File: src/rtl/game_pkg.sv
// rtl/game_pkg.sv - shared types and constants for the reaction game sequencer
package game_pkg;

  localparam int SCORE_W = 8;
  localparam int TIME_W  = 8;
  localparam int PHASE_W = 3;

  localparam int DEF_TICKS_PER_SEC     = 50_000_000;
  localparam int DEF_COUNTDOWN_SECONDS = 3;
  localparam int DEF_GAME_SECONDS      = 30;

  // Enum values double as the externally visible phase code.
  typedef enum logic [PHASE_W-1:0] {
    ST_IDLE      = 3'd0,
    ST_COUNTDOWN = 3'd1,
    ST_PLAY      = 3'd2,
    ST_COMMIT    = 3'd3,
    ST_DONE      = 3'd4
  } game_state_t;

endpackage

File: src/rtl/tick_gen.sv
// rtl/tick_gen.sv - one-second tick divider with synchronous restart
module tick_gen #(
  parameter int TICKS_PER_SEC = 50_000_000
) (
  input  logic clock,
  input  logic reset,
  input  logic clr,
  output logic tick
);

  localparam int CW = (TICKS_PER_SEC > 1) ? $clog2(TICKS_PER_SEC) : 1;
  localparam logic [CW-1:0] LAST = CW'(TICKS_PER_SEC - 1);

  logic [CW-1:0] cnt;

  assign tick = (cnt == LAST);

  always_ff @(posedge clock or negedge reset) begin
    if (!reset) begin
      cnt <= '0;
    end else if (clr || tick) begin
      cnt <= '0;
    end else begin
      cnt <= cnt + 1'b1;
    end
  end

endmodule

File: src/rtl/game_controller.sv
// rtl/game_controller.sv - round sequencer: countdown, play timer, score gating, leaderboard
module game_controller
  import game_pkg::*;
#(
  parameter int TICKS_PER_SEC     = DEF_TICKS_PER_SEC,
  parameter int COUNTDOWN_SECONDS = DEF_COUNTDOWN_SECONDS,
  parameter int GAME_SECONDS      = DEF_GAME_SECONDS
) (
  input  logic               clock,
  input  logic               reset,
  input  logic               start,
  input  logic [SCORE_W-1:0] score,
  output logic               enA,
  output logic               clear_score,
  output logic [TIME_W-1:0]  time_left,
  output logic [SCORE_W-1:0] lb1,
  output logic [SCORE_W-1:0] lb2,
  output logic [SCORE_W-1:0] lb3,
  output logic               new_high,
  output logic [PHASE_W-1:0] phase
);

  game_state_t state;
  logic start_q;
  logic armed;
  logic commit_second;
  logic tick;
  logic start_rise;
  logic last_sec;
  logic state_change;

  // armed blocks a start held high through reset release from looking like a press.
  assign start_rise = start & ~start_q & armed;
  assign last_sec   = (time_left == TIME_W'(1));
  assign phase      = state;

  always_comb begin
    state_change = 1'b0;
    case (state)
      ST_IDLE, ST_DONE: state_change = start_rise;
      ST_COUNTDOWN,
      ST_PLAY:          state_change = tick & last_sec;
      ST_COMMIT:        state_change = commit_second;
      default:          state_change = 1'b1;
    endcase
  end

  tick_gen #(
    .TICKS_PER_SEC(TICKS_PER_SEC)
  ) u_tick_gen (
    .clock(clock),
    .reset(reset),
    .clr  (state_change),
    .tick (tick)
  );

  always_ff @(posedge clock or negedge reset) begin
    if (!reset) begin
      state         <= ST_IDLE;
      start_q       <= 1'b0;
      armed         <= 1'b0;
      commit_second <= 1'b0;
      enA           <= 1'b0;
      clear_score   <= 1'b0;
      new_high      <= 1'b0;
      time_left     <= '0;
      lb1           <= '0;
      lb2           <= '0;
      lb3           <= '0;
    end else begin
      start_q     <= start;
      clear_score <= 1'b0;
      if (!start) begin
        armed <= 1'b1;
      end
      case (state)
        ST_IDLE, ST_DONE: begin
          if (start_rise) begin
            state       <= ST_COUNTDOWN;
            time_left   <= TIME_W'(COUNTDOWN_SECONDS);
            clear_score <= 1'b1;
            new_high    <= 1'b0;
          end
        end
        ST_COUNTDOWN: begin
          if (tick) begin
            if (last_sec) begin
              state     <= ST_PLAY;
              time_left <= TIME_W'(GAME_SECONDS);
              enA       <= 1'b1;
            end else begin
              time_left <= time_left - 1'b1;
            end
          end
        end
        ST_PLAY: begin
          if (tick) begin
            if (last_sec) begin
              state         <= ST_COMMIT;
              time_left     <= '0;
              enA           <= 1'b0;
              commit_second <= 1'b0;
            end else begin
              time_left <= time_left - 1'b1;
            end
          end
        end
        ST_COMMIT: begin
          // First cycle lets the datapath's last enabled increment settle.
          if (!commit_second) begin
            commit_second <= 1'b1;
          end else begin
            commit_second <= 1'b0;
            state         <= ST_DONE;
            if (score != '0) begin
              if (score > lb1) begin
                lb3      <= lb2;
                lb2      <= lb1;
                lb1      <= score;
                new_high <= 1'b1;
              end else if (score > lb2) begin
                lb3 <= lb2;
                lb2 <= score;
              end else if (score > lb3) begin
                lb3 <= score;
              end
            end
          end
        end
        default: begin
          state <= ST_IDLE;
          enA   <= 1'b0;
        end
      endcase
    end
  end

endmodule

File: config.mk
export PLATFORM = sky130hd
export DESIGN_NAME = game_controller
export DESIGN_NICKNAME = d
export VERILOG_FILES = /design/src/rtl/game_pkg.sv /design/src/rtl/tick_gen.sv /design/src/rtl/game_controller.sv
export SDC_FILE = /design/constraint.sdc
export NUM_CORES = 1
export LEC_CHECK = 0
export CORE_AREA = 2 2 109 111
export CTS_CLUSTER_SIZE = 20
export DETAILED_ROUTE_END_ITERATION = 16
export DIE_AREA = 0 0 111 113
export PLACE_DENSITY = 0.65
export SLEW_MARGIN = 20
export SYNTH_ARGS = -nofsm -noshare
export SYNTH_HDL_FRONTEND = slang
export SYNTH_SLANG_ARGS = --single-unit
export TNS_END_PERCENT = 10
File: constraint.sdc
create_clock -name clock -period 7.21 [get_ports clock]
set_clock_uncertainty 0.15 [all_clocks]
set_input_delay 1.8025 -clock clock [delete_from_list [all_inputs] [get_ports clock]]
set_output_delay 1.8025 -clock clock [all_outputs]
set_load 0.005 [all_outputs]
==> qor.csv <==
metric;value;unit
fmax;0.198;GHz
hold_violations;0;
ant_nets;0;
min_period;5.04;ns
cts_hold_buf;0;
hpwl;6300;um
grt_pass1_wl;14600;um
cts_max_level;3;
grt_max_degree;68;
cts_buffers;9;
fp-row-count;39;
port-buffer-count;48;
rsz0062_at_grt;false;
place.gp.congestion;0.911;
cts_tree;built;
synth_area;3930;um^2
start_util;0.348;
cts_resized;0;
fin_setup_tns;0;ns
tightest_slew;0.980;ns
cap_violations;0;
path_clk_slew;0.05;ns
drtPass1Iterations;4;
ioPinCount;49;
die_x;111;um
slew_viol_final;0;
place_ws;1.87;ns
path_class;in2reg;
vias;3153;
peakVddDrop;0.154;mV
viasPerCell;5.22;
async_reset_ff_frac;1.00;
ys.flop_type;dfrtp_1;
routedWlPerCell;14.3;um
setup_violations;0;
gr-usage-all-layers;0.144;
status;completed;
cts.path.max_buffers;2;
synth.distinct_cells;48;
grt_pass1_vias;3008;
setup_ws;2.17;ns
core;11300;um^2
layout.nets;495;
syn_nets;445;
critPathArrivalTime;5.10;ns
n_fill_cell;1088;
powerDensity;257;nW/um^2
num_antenna_cells;0;
worstSetupStartpointType;input port;
synth_warnings;0;
cp_max_fo;25;
slew_headroom;0.345;
avgSynthCellArea;9.65;um^2
die_y;113;um
antenna_found_initial;0;
cp.required;7.27;ns
worstSetupEndpointType;flop;
hold_class;reg2reg;
leakagePower;0.00219;uW
drt_wl_total;8650;um
clk_latency;0.32;ns
areaGrowthSynthToFinish;22.8;%
synth_seq_area_share;0.427;
finalCritPeriodShare;0.699;
cts_sinks;67;
drive_above_1_share;0.0738;
post_cts_buffers;0;
drc;0;
dieArea;12500;um^2
cts_root_buffer;clkbuf_16;
synth-edff-count;0;
synth_seq_cells;67;
grt_overflow;0;
syn_inst;407;
drtIter0Drc;160;
power breakdown:
part,internal (uW),switching [uW],leakage [uW]
clock network,238,150,0.000132
logic,177,167,0.00120
registers,435,70.1,0.000855
cells in the final DEF (no fill, tap or decap), types with 3 or more instances in the layout:
| cell type | count |
|---|---|
| a211oi_1 | 3 |
| nand4_1 | 28 |
| or3_1 | 3 |
| xnor2_1 | 7 |
| xor2_1 | 17 |
| and4_1 | 5 |
| ha_1 | 27 |
| dfrtp_1 | 67 |
| nor3_1 | 4 |
| nor4_1 | 4 |
| nand3_1 | 25 |
| and3_1 | 8 |
| nand2b_1 | 14 |
| buf_4 | 3 |
| o21a_1 | 3 |
| a21o_1 | 4 |
| nand2_1 | 19 |
| a21oi_1 | 15 |
| nand3b_1 | 8 |
| inv_1 | 30 |
| o21ai_0 | 8 |
| clkinv_2 | 3 |
| mux2i_1 | 15 |
| clkdlybuf4s50_1 | 47 |
| nor2_1 | 42 |
| mux2_2 | 8 |
| clkbuf_16 | 9 |
logic make-up after synthesis:
group           after synthesis  synth area share
buf+inv                      43            0.0424
simple gates                178             0.257
flops                        67             0.427
fa+ha+maj                    27            0.0860
mux                          24            0.0641
xor+xnor                     24            0.0535
compound gates               44            0.0701
synthesized netlist by cell type, types with 7 or more instances:
cell      number  area (um^2)
dfrtp_1       67         1680
clkbuf_1       8         30.0
mux2_2         8         90.1
ha_1          27          338
nand2b_1      14         87.6
mux2i_1       15          150
inv_1         30          113
and3_1         8         50.1
xnor2_1        7         61.3
nand2_1       19         71.3
a21oi_1       15         75.1
nor2_1        42          158
nand3_1       25          125
xor2_1        17          149
nand4_1       28          175
nand3b_1       8         60.1
o21ai_0        8         40.0
final timing paths:
| check | endpoint | from | cells after the start | slack [ns] |
|---|---|---|---|---|
| max | lb2[0] | score[2] | 9 | 2.17 |
| max in group asynchronous | time_left[1] | reset | 2 | 4.84 |
| min | u_tick_gen.cnt[0] | u_tick_gen.cnt[0] | 1 | 0.33 |
| max reg2reg | lb2[0] | lb1[2] | 9 | 3.84 |
| min reg2reg | u_tick_gen.cnt[0] | u_tick_gen.cnt[0] | 1 | 0.33 |
| min in group asynchronous | time_left[4] | reset | 2 | 1.49 |
registers in the layout (all words and copies together) (netlist names):
signal and cells:
armed 1, time_left 8, clear_score 1, start_q 1
phase 3, new_high 1, enA 1, lb2 8
commit_second 1, lb1 8, u_tick_gen.cnt 26, lb3 8
per-layer routing:
metal | vias to the layer above | track usage | part of all wire
li1 | 1554 | - | -
met1 | 1527 | 0.194 | 0.48
met2 | 57 | 0.220 | 0.46
met3 | 15 | 0.0316 | 0.038
met4 | 0 | 0.0717 | 0.020
met5 | - | 0 | 0
area by class of cell:
cell class / count / area, um^2 / area share
inverter: 30 / 113 / 0.0234
clock inverter: 3 / 15.0 / 0.00311
timing repair buffer: 52 / 509 / 0.106
clock buffer: 12 / 246 / 0.0511
tap: 143 / 179 / 0.0371
multi-input combinational: 297 / 2080 / 0.432
sequential: 67 / 1680 / 0.348
critical path: stages:
cell	delay (ns)
clkdlybuf4s50_1	0.63
ha_1	0.31
a21o_1	0.19
a211oi_1	0.24
o22ai_1	0.11
buf_4	0.20
a31oi_2	0.78
nor2b_1	0.41
mux2_1	0.41
stage by stage:
stage | utilization | hold slack (ns) | cell area, um^2 | std cells | total power (uW)
after floorplan | - | 0.286 | 3930 | 407 | 702
after global placement | 0.404 | 0.302 | 4550 | 588 | 847
after detailed placement | 0.404 | 0.314 | 4550 | 588 | 855
after CTS | 0.427 | 0.330 | 4810 | 603 | 1250
after global routing | 0.428 | 0.354 | 4820 | 604 | 1320
final | 0.428 | 0.328 | 4820 | 604 | 1240
(Power assumes the default switching activity.)
